`src/rtl/amiga_pll_reconfig_ctrl_if.sv`:
```
// Avalon-MM write port from the reconfig controller to the PLL reconfiguration block.
// The controller is the master; the PLL reconfig block is the slave.
interface amiga_pll_reconfig_ctrl_if;
    logic [5:0]  address;
    logic [31:0] writedata;
    logic        write;
    logic        waitrequest;

    modport master (output address, writedata, write, input waitrequest);
    modport slave  (input address, writedata, write, output waitrequest);
endinterface

```
`src/rtl/amiga_pll_reconfig_ctrl.sv`:
```
// Switches the Amiga core PLL between PAL and NTSC through its reconfig port, supervises
// PLL lock and owns the core reset. The per-mode register list comes from an external table.
module amiga_pll_reconfig_ctrl #(
    parameter bit DEFAULT_MODE  = 1'b0,
    parameter int LOCK_STABLE   = 1024,
    parameter int LOCK_TIMEOUT  = 1 << 20,
    parameter int WR_TIMEOUT    = 4096,
    parameter int PLLRST_CYCLES = 64
) (
    input  logic                      clk,
    input  logic                      rst,
    input  logic                      req,
    input  logic                      mode,
    output logic                      busy,
    output logic                      done,
    output logic                      err,
    output logic                      cur_mode,
    output logic                      tbl_mode,
    output logic [3:0]                tbl_idx,
    input  logic [5:0]                tbl_addr,
    input  logic [31:0]               tbl_data,
    input  logic                      tbl_last,
    amiga_pll_reconfig_ctrl_if.master mgmt,
    input  logic                      pll_locked,
    output logic                      pll_rst,
    output logic                      core_rst
);

    localparam int TIMER_MAX =
        (LOCK_TIMEOUT > WR_TIMEOUT)
            ? ((LOCK_TIMEOUT > PLLRST_CYCLES) ? LOCK_TIMEOUT : PLLRST_CYCLES)
            : ((WR_TIMEOUT > PLLRST_CYCLES) ? WR_TIMEOUT : PLLRST_CYCLES);
    localparam int TIMER_W  = $clog2(TIMER_MAX + 1);
    localparam int STABLE_W = $clog2(LOCK_STABLE + 1);

    localparam logic [TIMER_W-1:0]  WR_LAST     = TIMER_W'(WR_TIMEOUT - 1);
    localparam logic [TIMER_W-1:0]  LOCK_LAST   = TIMER_W'(LOCK_TIMEOUT - 1);
    localparam logic [TIMER_W-1:0]  PLLRST_LAST = TIMER_W'(PLLRST_CYCLES - 1);
    localparam logic [STABLE_W-1:0] STABLE_LAST = STABLE_W'(LOCK_STABLE - 1);

    localparam logic [5:0] MODE_ADDR  = 6'h00;
    localparam logic [5:0] START_ADDR = 6'h02;

    typedef enum logic [2:0] {
        IDLE,
        MODE_WR,
        LOAD,
        WRITE,
        START_WR,
        WAIT_LOCK,
        PLL_RESET
    } state_t;

    state_t              state, state_d;
    logic                locked_meta, locked_sync;
    logic [TIMER_W-1:0]  timer, timer_d;
    logic [STABLE_W-1:0] stable_cnt, stable_d;
    logic                last_entry, last_d;
    logic                retry, retry_d;
    logic                notify, notify_d;
    logic                loss_seen, loss_d;
    logic                cur_mode_d, tbl_mode_d, done_d, err_d, pll_rst_d, core_rst_d;
    logic [3:0]          tbl_idx_d;
    logic [5:0]          addr_d;
    logic [31:0]         data_d;
    logic                write_d;
    logic                write_done, wr_expired;

    // pll_locked comes from the PLL's own clock domain.
    always_ff @(posedge clk or posedge rst) begin
        if (rst) begin
            locked_meta <= 1'b0;
            locked_sync <= 1'b0;
        end else begin
            locked_meta <= pll_locked;
            locked_sync <= locked_meta;
        end
    end

    assign busy       = (state != IDLE);
    assign write_done = mgmt.write && !mgmt.waitrequest;
    assign wr_expired = (timer == WR_LAST);

    always_comb begin
        // NOTE: every signal written here gets a default first, so no branch can infer a latch.
        state_d    = state;
        timer_d    = '0;
        stable_d   = '0;
        last_d     = last_entry;
        retry_d    = retry;
        notify_d   = notify;
        loss_d     = 1'b0;
        cur_mode_d = cur_mode;
        tbl_mode_d = tbl_mode;
        tbl_idx_d  = tbl_idx;
        addr_d     = mgmt.address;
        data_d     = mgmt.writedata;
        write_d    = mgmt.write;
        done_d     = 1'b0;
        err_d      = 1'b0;
        pll_rst_d  = pll_rst;
        core_rst_d = core_rst;

        case (state)
            IDLE: begin
                // After a failed sequence core_rst is still held; any request restarts the writes.
                if (req && (core_rst || (mode != cur_mode))) begin
                    tbl_mode_d = mode;
                    core_rst_d = 1'b1;
                    retry_d    = 1'b0;
                    notify_d   = 1'b1;
                    addr_d     = MODE_ADDR;
                    data_d     = 32'd0;
                    write_d    = 1'b1;
                    state_d    = MODE_WR;
                end else if (req) begin
                    done_d = 1'b1;
                end else if (!core_rst && !locked_sync) begin
                    if (loss_seen) begin
                        core_rst_d = 1'b1;
                        retry_d    = 1'b0;
                        notify_d   = 1'b0;
                        state_d    = WAIT_LOCK;
                    end else begin
                        loss_d = 1'b1;
                    end
                end
            end

            LOAD: begin
                addr_d  = tbl_addr;
                data_d  = tbl_data;
                last_d  = tbl_last;
                write_d = 1'b1;
                state_d = WRITE;
            end

            MODE_WR, WRITE, START_WR: begin
                if (write_done) begin
                    write_d = 1'b0;
                    if (state == MODE_WR) begin
                        tbl_idx_d = 4'd0;
                        state_d   = LOAD;
                    end else if (state == WRITE) begin
                        if (!last_entry) begin
                            tbl_idx_d = tbl_idx + 4'd1;
                        end
                        if (last_entry || (tbl_idx == 4'hF)) begin
                            addr_d  = START_ADDR;
                            data_d  = 32'd1;
                            write_d = 1'b1;
                            state_d = START_WR;
                        end else begin
                            state_d = LOAD;
                        end
                    end else begin
                        cur_mode_d = tbl_mode;
                        state_d    = WAIT_LOCK;
                    end
                end else if (wr_expired) begin
                    write_d   = 1'b0;
                    err_d     = 1'b1;
                    retry_d   = 1'b1;
                    pll_rst_d = 1'b1;
                    state_d   = PLL_RESET;
                end else begin
                    timer_d = timer + TIMER_W'(1);
                end
            end

            WAIT_LOCK: begin
                timer_d = timer + TIMER_W'(1);
                if (locked_sync) begin
                    stable_d = stable_cnt + STABLE_W'(1);
                end
                if (locked_sync && (stable_cnt == STABLE_LAST)) begin
                    done_d     = notify;
                    notify_d   = 1'b1;
                    retry_d    = 1'b0;
                    core_rst_d = 1'b0;
                    state_d    = IDLE;
                end else if (timer == LOCK_LAST) begin
                    timer_d = '0;
                    if (retry) begin
                        err_d   = 1'b1;
                        retry_d = 1'b0;
                        state_d = IDLE;
                    end else begin
                        retry_d   = 1'b1;
                        pll_rst_d = 1'b1;
                        state_d   = PLL_RESET;
                    end
                end
            end

            PLL_RESET: begin
                if (timer == PLLRST_LAST) begin
                    pll_rst_d = 1'b0;
                    state_d   = WAIT_LOCK;
                end else begin
                    timer_d = timer + TIMER_W'(1);
                end
            end

            default: begin
                write_d    = 1'b0;
                pll_rst_d  = 1'b0;
                core_rst_d = 1'b1;
                state_d    = WAIT_LOCK;
            end
        endcase
    end

    always_ff @(posedge clk or posedge rst) begin
        if (rst) begin
            state          <= WAIT_LOCK;
            timer          <= '0;
            stable_cnt     <= '0;
            last_entry     <= 1'b0;
            retry          <= 1'b0;
            notify         <= 1'b1;
            loss_seen      <= 1'b0;
            cur_mode       <= DEFAULT_MODE;
            tbl_mode       <= DEFAULT_MODE;
            tbl_idx        <= 4'd0;
            mgmt.address   <= 6'd0;
            mgmt.writedata <= 32'd0;
            mgmt.write     <= 1'b0;
            done           <= 1'b0;
            err            <= 1'b0;
            pll_rst        <= 1'b0;
            core_rst       <= 1'b1;
        end else begin
            // NOTE: non-blocking assignments keep every register sampling pre-edge values.
            state          <= state_d;
            timer          <= timer_d;
            stable_cnt     <= stable_d;
            last_entry     <= last_d;
            retry          <= retry_d;
            notify         <= notify_d;
            loss_seen      <= loss_d;
            cur_mode       <= cur_mode_d;
            tbl_mode       <= tbl_mode_d;
            tbl_idx        <= tbl_idx_d;
            mgmt.address   <= addr_d;
            mgmt.writedata <= data_d;
            mgmt.write     <= write_d;
            done           <= done_d;
            err            <= err_d;
            pll_rst        <= pll_rst_d;
            core_rst       <= core_rst_d;
        end
    end

endmodule

```
`src/flat_wrapper.sv`:
```
// flat-port wrapper written by rule: the top's interface ports become plain ports
module amiga_pll_reconfig_ctrl_flat 
#(
    parameter bit DEFAULT_MODE  = 1'b0,
    parameter int LOCK_STABLE   = 1024,
    parameter int LOCK_TIMEOUT  = 1 << 20,
    parameter int WR_TIMEOUT    = 4096,
    parameter int PLLRST_CYCLES = 64
)
  (clk, rst, req, mode, busy, done, err, cur_mode, tbl_mode, tbl_idx, tbl_addr, tbl_data, tbl_last, pll_locked, pll_rst, core_rst, mgmt_address, mgmt_writedata, mgmt_write, mgmt_waitrequest);
  amiga_pll_reconfig_ctrl_if mgmt_i ();
  input  logic clk;
  input  logic rst;
  input  logic req;
  input  logic mode;
  output logic busy;
  output logic done;
  output logic err;
  output logic cur_mode;
  output logic tbl_mode;
  output logic [3:0] tbl_idx;
  input  logic [5:0] tbl_addr;
  input  logic [31:0] tbl_data;
  input  logic tbl_last;
  input  logic pll_locked;
  output logic pll_rst;
  output logic core_rst;
  output wire logic [$bits(mgmt_i.address)-1:0] mgmt_address;
  output wire logic [$bits(mgmt_i.writedata)-1:0] mgmt_writedata;
  output wire logic [$bits(mgmt_i.write)-1:0] mgmt_write;
  input wire logic [$bits(mgmt_i.waitrequest)-1:0] mgmt_waitrequest;
  assign mgmt_address = mgmt_i.address;
  assign mgmt_writedata = mgmt_i.writedata;
  assign mgmt_write = mgmt_i.write;
  assign mgmt_i.waitrequest = mgmt_waitrequest;
  amiga_pll_reconfig_ctrl #(.DEFAULT_MODE(DEFAULT_MODE), .LOCK_STABLE(LOCK_STABLE), .LOCK_TIMEOUT(LOCK_TIMEOUT), .WR_TIMEOUT(WR_TIMEOUT), .PLLRST_CYCLES(PLLRST_CYCLES)) u_core (.clk(clk), .rst(rst), .req(req), .mode(mode), .busy(busy), .done(done), .err(err), .cur_mode(cur_mode), .tbl_mode(tbl_mode), .tbl_idx(tbl_idx), .tbl_addr(tbl_addr), .tbl_data(tbl_data), .tbl_last(tbl_last), .mgmt(mgmt_i), .pll_locked(pll_locked), .pll_rst(pll_rst), .core_rst(core_rst));
endmodule
```
`config.mk`:
```
export PLATFORM = sky130hd
export DESIGN_NAME = amiga_pll_reconfig_ctrl_flat
export DESIGN_NICKNAME = d
export VERILOG_FILES = /design/src/rtl/amiga_pll_reconfig_ctrl_if.sv /design/src/rtl/amiga_pll_reconfig_ctrl.sv /design/src/flat_wrapper.sv
export SDC_FILE = /design/constraint.sdc
export NUM_CORES = 1
export LEC_CHECK = 0
export BUFFER_PORTS_ARGS = -buffer_cell sky130_fd_sc_hd__buf_2
export CAP_MARGIN = 10
export CORE_MARGIN = 5
export CORE_UTILIZATION = 45
export CTS_CLUSTER_DIAMETER = 50
export DETAILED_ROUTE_END_ITERATION = 7
export GPL_ROUTABILITY_DRIVEN = 0
export PLACE_DENSITY = 0.8
export SETUP_SLACK_MARGIN = 0.3
export SLEW_MARGIN = 40
export SYNTH_ARGS = -nofsm -noshare
export SYNTH_HDL_FRONTEND = slang
export SYNTH_SLANG_ARGS = --single-unit
```
`constraint.sdc`:
```
create_clock -name clk -period 3.45 [get_ports clk]
set_clock_uncertainty 0.15 [all_clocks]
set_input_delay 0.345 -clock clk [delete_from_list [all_inputs] [get_ports clk]]
set_output_delay 0.345 -clock clk [all_outputs]
set_load 0.01 [all_outputs]
```
; Yosys cells after proc, flatten, opt, wreduce, memory -nomap -nowiden
; Cells that the tools add are included.
[op_classes]
n_addsub = 3
mul = 0
div_mod_pow = 0
n_lt_le_gt_ge = 0
n_eq_ne = 30
shift = 0
n_mux = 83
n_bitwise = 5
reduce_logical = 29
[op_table]
columns = operator, count
row1 = $mux 32, 5
row2 = $mux 21, 5
row3 = $pmux 32 s3, 1
row4 = $pmux 21 s3, 1
row5 = $mux 1, 39
row6 = $mux 3, 13
row7 = $mux 6, 5
row8 = $mux 11, 2
row9 = $add 21x1->21 const B, 1
row10 = $eq 21x12->1 const B, 1
row11 = $eq 21x20->1 const B, 1
row12 = $eq 21x6->1 const B, 1
row13 = $pmux 6 s3, 1
row14 = $ne 2x1->1 const B, 8
row15 = $pmux 3 s5, 1
row16 = $reduce_and 7->1, 2
row17 = $mux 4, 3
row18 = $ne 3x1->1 const B, 4
row19 = $reduce_and 6->1, 2
row20 = $add 11x1->11 const B, 1
row21 = $eq 11x10->1 const B, 1
row22 = $ne 2x2->1 const B, 5
row23 = $reduce_and 5->1, 2
row24 = $eq 3x3->1 const B, 3
row25 = other kinds (22), 42
[word_totals]
ff_bits = 90
latchBits = 0
mem_bits_rw = 0
rom_bits = 0
input_bits = 45
mem_count = 0

; Longest topological paths before layout
[depth]
depth_word = 7
ltp_mapped = 7
ltp_nobuf = 6

; Least setup slack after synthesis
; No wires, ideal clock.
[synth_timing]
path_kind = register to register
startpoint = register u_core.timer[16]
endpoint = register u_core.state[0]
setup_time_ns = 0.078
t_arrival_ns = 2.128
t_required_ns = 3.222
path_slack_ns = 1.095
path_stages_with_launch = 6
n_path_buf = 0
period_less_slack_ns = 2.355
cell_sequence = dfrtp_1 -> or4_4 -> nor4_4 -> a311oi_1 -> or4_4 -> o22ai_1
[synth_between]
elab_chain_cells = 3
word_cells_on_any_way = 7
cone_classes = eq/ne: 6 / reduce/logical: 1
[synth_lines]
columns = item, line
row1 = from (decl), amiga_pll_reconfig_ctrl.sv:56  ; logic [TIMER_W-1:0] timer, timer_d;
row2 = from (signal assigned), amiga_pll_reconfig_ctrl.sv:236  ; timer <= timer_d;
row3 = $eq 21x12->1 (tied with other cells), amiga_pll_reconfig_ctrl.sv:82  ; assign wr_expired = (timer == WR_LAST);
row4 = $ne 3x1->1 (no line) or $ne 2x1->1 (tied branches), -
row5 = $reduce_and 6->1 (no line) *, -
row6 = to (signal assigned), amiga_pll_reconfig_ctrl.sv:235  ; state <= state_d;
row7 = to (decl), amiga_pll_reconfig_ctrl.sv:54  ; state_t state, state_d;
; Every way passes the cells marked *; elsewhere a longest branch is shown, timed or not.
; A chain may end at the register's enable or synchronous reset.

; Worst setup path in the final report
; Ends and elaborated chain as after synthesis.

==> out/qor.yml <==
status: "finished, final reports clean"
setup_tns_ps: 0
power_density_nw_per_um2: 396.4
power_frac_comb: 0.031
drc: 0
cap_violations: 0
worst_pin_slew_ps: 596.4
final.min_clock_period_ps: 2566
syn_inst: 369
core-area_um2: 8721
ys_warn_count: 0
avgViaCountPerCell: 5.617
die_area_um2: 10900
swShare: 0.2190
firstDrtPassIters: 4
drt_iter0_markers: 170
drive_gt1_frac: 0.2739
wl_um: 9454
critical_path.max_fanout: 6
cp-start-kind: "flop"
hpwl_um: 6854
vias: 3252
fin_nets: 514
hold_depth: 2
row_count: 34
setup_viol: 0
antenna_found_initial: 0
io_pins: 95
wl_per_cell_um: 16.33
synth-edff-count: 0
worstHoldStart: "tbl_data[18]"
r2r_setup_slack_ps: 880
rr_startpoint: "u_core.timer[16]"
ir_drop_mv: 0.1801
die_h_um: 104.4
ys_ff_latch: 90
clock_path_buffers: 2
p_int_mw: 1.503
p_clk_frac: 0.416
slew_headroom: 0.5987
synth_cell_types: 49
die_x_um: 104.4
critical_path_required_ps: 3580
arrival_ps: 2700
syn_avg_cell_area_um2: 10.87
cts_resized: 0
cp-end-kind: "flop"
seq_area_frac_synth: 0.5627
netlist_area_um2: 4011
syn_to_final_growth_pct: 21.02
insertion_delay_ps: 360
portBuffers: 94
async_flop_share: 1.000
initial_utilization: 0.4600
synth_top_flop_cell: "dfrtp_1"
final_hold_viol_count: 0
r2r_cells: 5
slew_violations: 0
final_area_um2: 4855
cts_root_buf: "clkbuf_8"
rr_endpoint: "u_core.state[0]"
clock-sinks: 90
grt_start_max_net_pins: 42
critPathLaunch: "u_core.timer[16]"
fmax_mhz: 389.8
min_to: "u_core.mgmt.writedata[18]"
cts_tree: "done"
grt_remaining_overflow: 0
rsz0062_at_grt: "false"
drtAntennaViolNets: 0
htree_levels: 3
hold_class: "input pin to flop"
grt_pass1_vias: 3212
grt.total_usage: 0.1761
final_cell_mix: "buf_2 (94), dfrtp_1 (86), nor2_1 (41)"
antenna_cells: 0
placed_area_um2: 4611
power_switching_mw: 0.4216
leakage_nw: 2.504
seqPwrFrac: 0.552
numCtsBuffers: 9
grt_pass1_wl_um: 15950
fin_crit_sh: 0.7437
clk_pin_slew_ps: 90
final_common_cell: "buf_2"
syn_nets: 417
crit_type: "flop to flop"
worst max path at each step:
stage                                 end  slack, ps
after floorplan           u_core.cur_mode        630
after global placement    u_core.state[0]        990
after detailed placement  u_core.state[0]        910
after CTS                 u_core.state[0]        900
after global routing       u_core.pll_rst        680
final                     u_core.state[0]        880
flip-flops by register name (all words and copies together), names as in the netlist:
signal,count
u_core.mgmt.writedata,32
u_core.timer,21
u_core.stable_cnt,11
u_core.mgmt.address,6
u_core.tbl_idx,4
u_core.state,3
u_core.core_rst,1
u_core.cur_mode,1
u_core.done,1
u_core.err,1
u_core.last_entry,1
u_core.locked_meta,1
u_core.locked_sync,1
u_core.loss_seen,1
u_core.mgmt.write,1
u_core.notify,1
u_core.pll_rst,1
u_core.retry,1
u_core.tbl_mode,1
worst max-delay path, cell delays in order, from the launching register on:
cell and delay [ps]:
dfrtp_1 460, or4_4 550, nor4_4 350, a311oi_1 240, or4_4 550, o22ai_1 200
synthesized netlist by cell type (all sizes together), types with 5 or more instances:
| cell | instances | area [um^2] |
|---|---|---|
| and3 | 9 | 56.30 |
| inv | 8 | 30.03 |
| o21ai | 15 | 75.07 |
| nand3 | 13 | 65.06 |
| a31oi | 5 | 31.28 |
| dfrtp | 86 | 2152 |
| a22o | 38 | 332.8 |
| nor2 | 41 | 153.9 |
| xnor2 | 16 | 140.1 |
| a21oi | 9 | 45.04 |
| xor2 | 13 | 113.9 |
| nand2 | 19 | 71.32 |
| clkbuf | 14 | 52.55 |
| nand4 | 10 | 62.56 |
| nor3 | 14 | 75.07 |
area by class of cell:
class	instances	area, um^2
clock inverters	6	96.34
inverters	9	35.03
multi-input cells	254	1668
repair buffers	102	535.5
fillers	752	3866
flip-flops and latches	90	2257
clock buffers	10	127.6
well taps	108	135.1
per-stage QoR:
| step | total power [mW] | util | cells | setup slack [ps] | hold WS, ps |
|---|---|---|---|---|---|
| finish | 1.925 | 0.5567 | 579 | 884.4 | 52.62 |
| global route | 1.999 | 0.5567 | 579 | 678.2 | 35.05 |
| CTS | 1.944 | 0.5567 | 579 | 904.8 | 39.87 |
| detailed placement | 1.143 | 0.5287 | 561 | 911.1 | 192.6 |
| global placement | 1.141 | 0.5287 | 561 | 987.7 | 184.6 |
| floorplan | 1.107 | - | 369 | 626.4 | 181.2 |
logic make-up (layout without fill, tap and decap cells):
group | Yosys count | after routing | share of synthesized area
AND/OR/NAND/NOR | 130 | 130 | 0.1681
flip-flops | 90 | 90 | 0.5627
AO/OA/AOI/OAI | 88 | 88 | 0.1619
XOR/XNOR | 29 | 29 | 0.06332
buffers and inverters | 25 | 127 | 0.02402
multiplexers | 4 | 4 | 0.01060
adder cells (fa/ha/maj) | 3 | 3 | 0.009358
power groups by stage:
stage               sequential, mW  combinational (mW)  clock (mW)
floorplan                     1.08              0.0244           0
global placement              1.08              0.0578           0
detailed placement            1.08              0.0596           0
CTS                           1.06              0.0619       0.819
global route                  1.06              0.0693       0.866
finish                        1.06              0.0599       0.801
per-layer routing:
metal	share of wire	up-vias	GRT usage
li1	-	1535	-
met1	0.42	1619	0.2207
met2	0.52	84	0.3036
met3	0.039	14	0.03538
met4	0.021	0	0.05643
met5	0	-	0
what timing repair did:
action / in CTS / in global routing
hold buffers: 2 / 0
setup buffers: 0 / 0
hold endpoints to repair: 19 / 0
(Power assumes the default switching activity.)
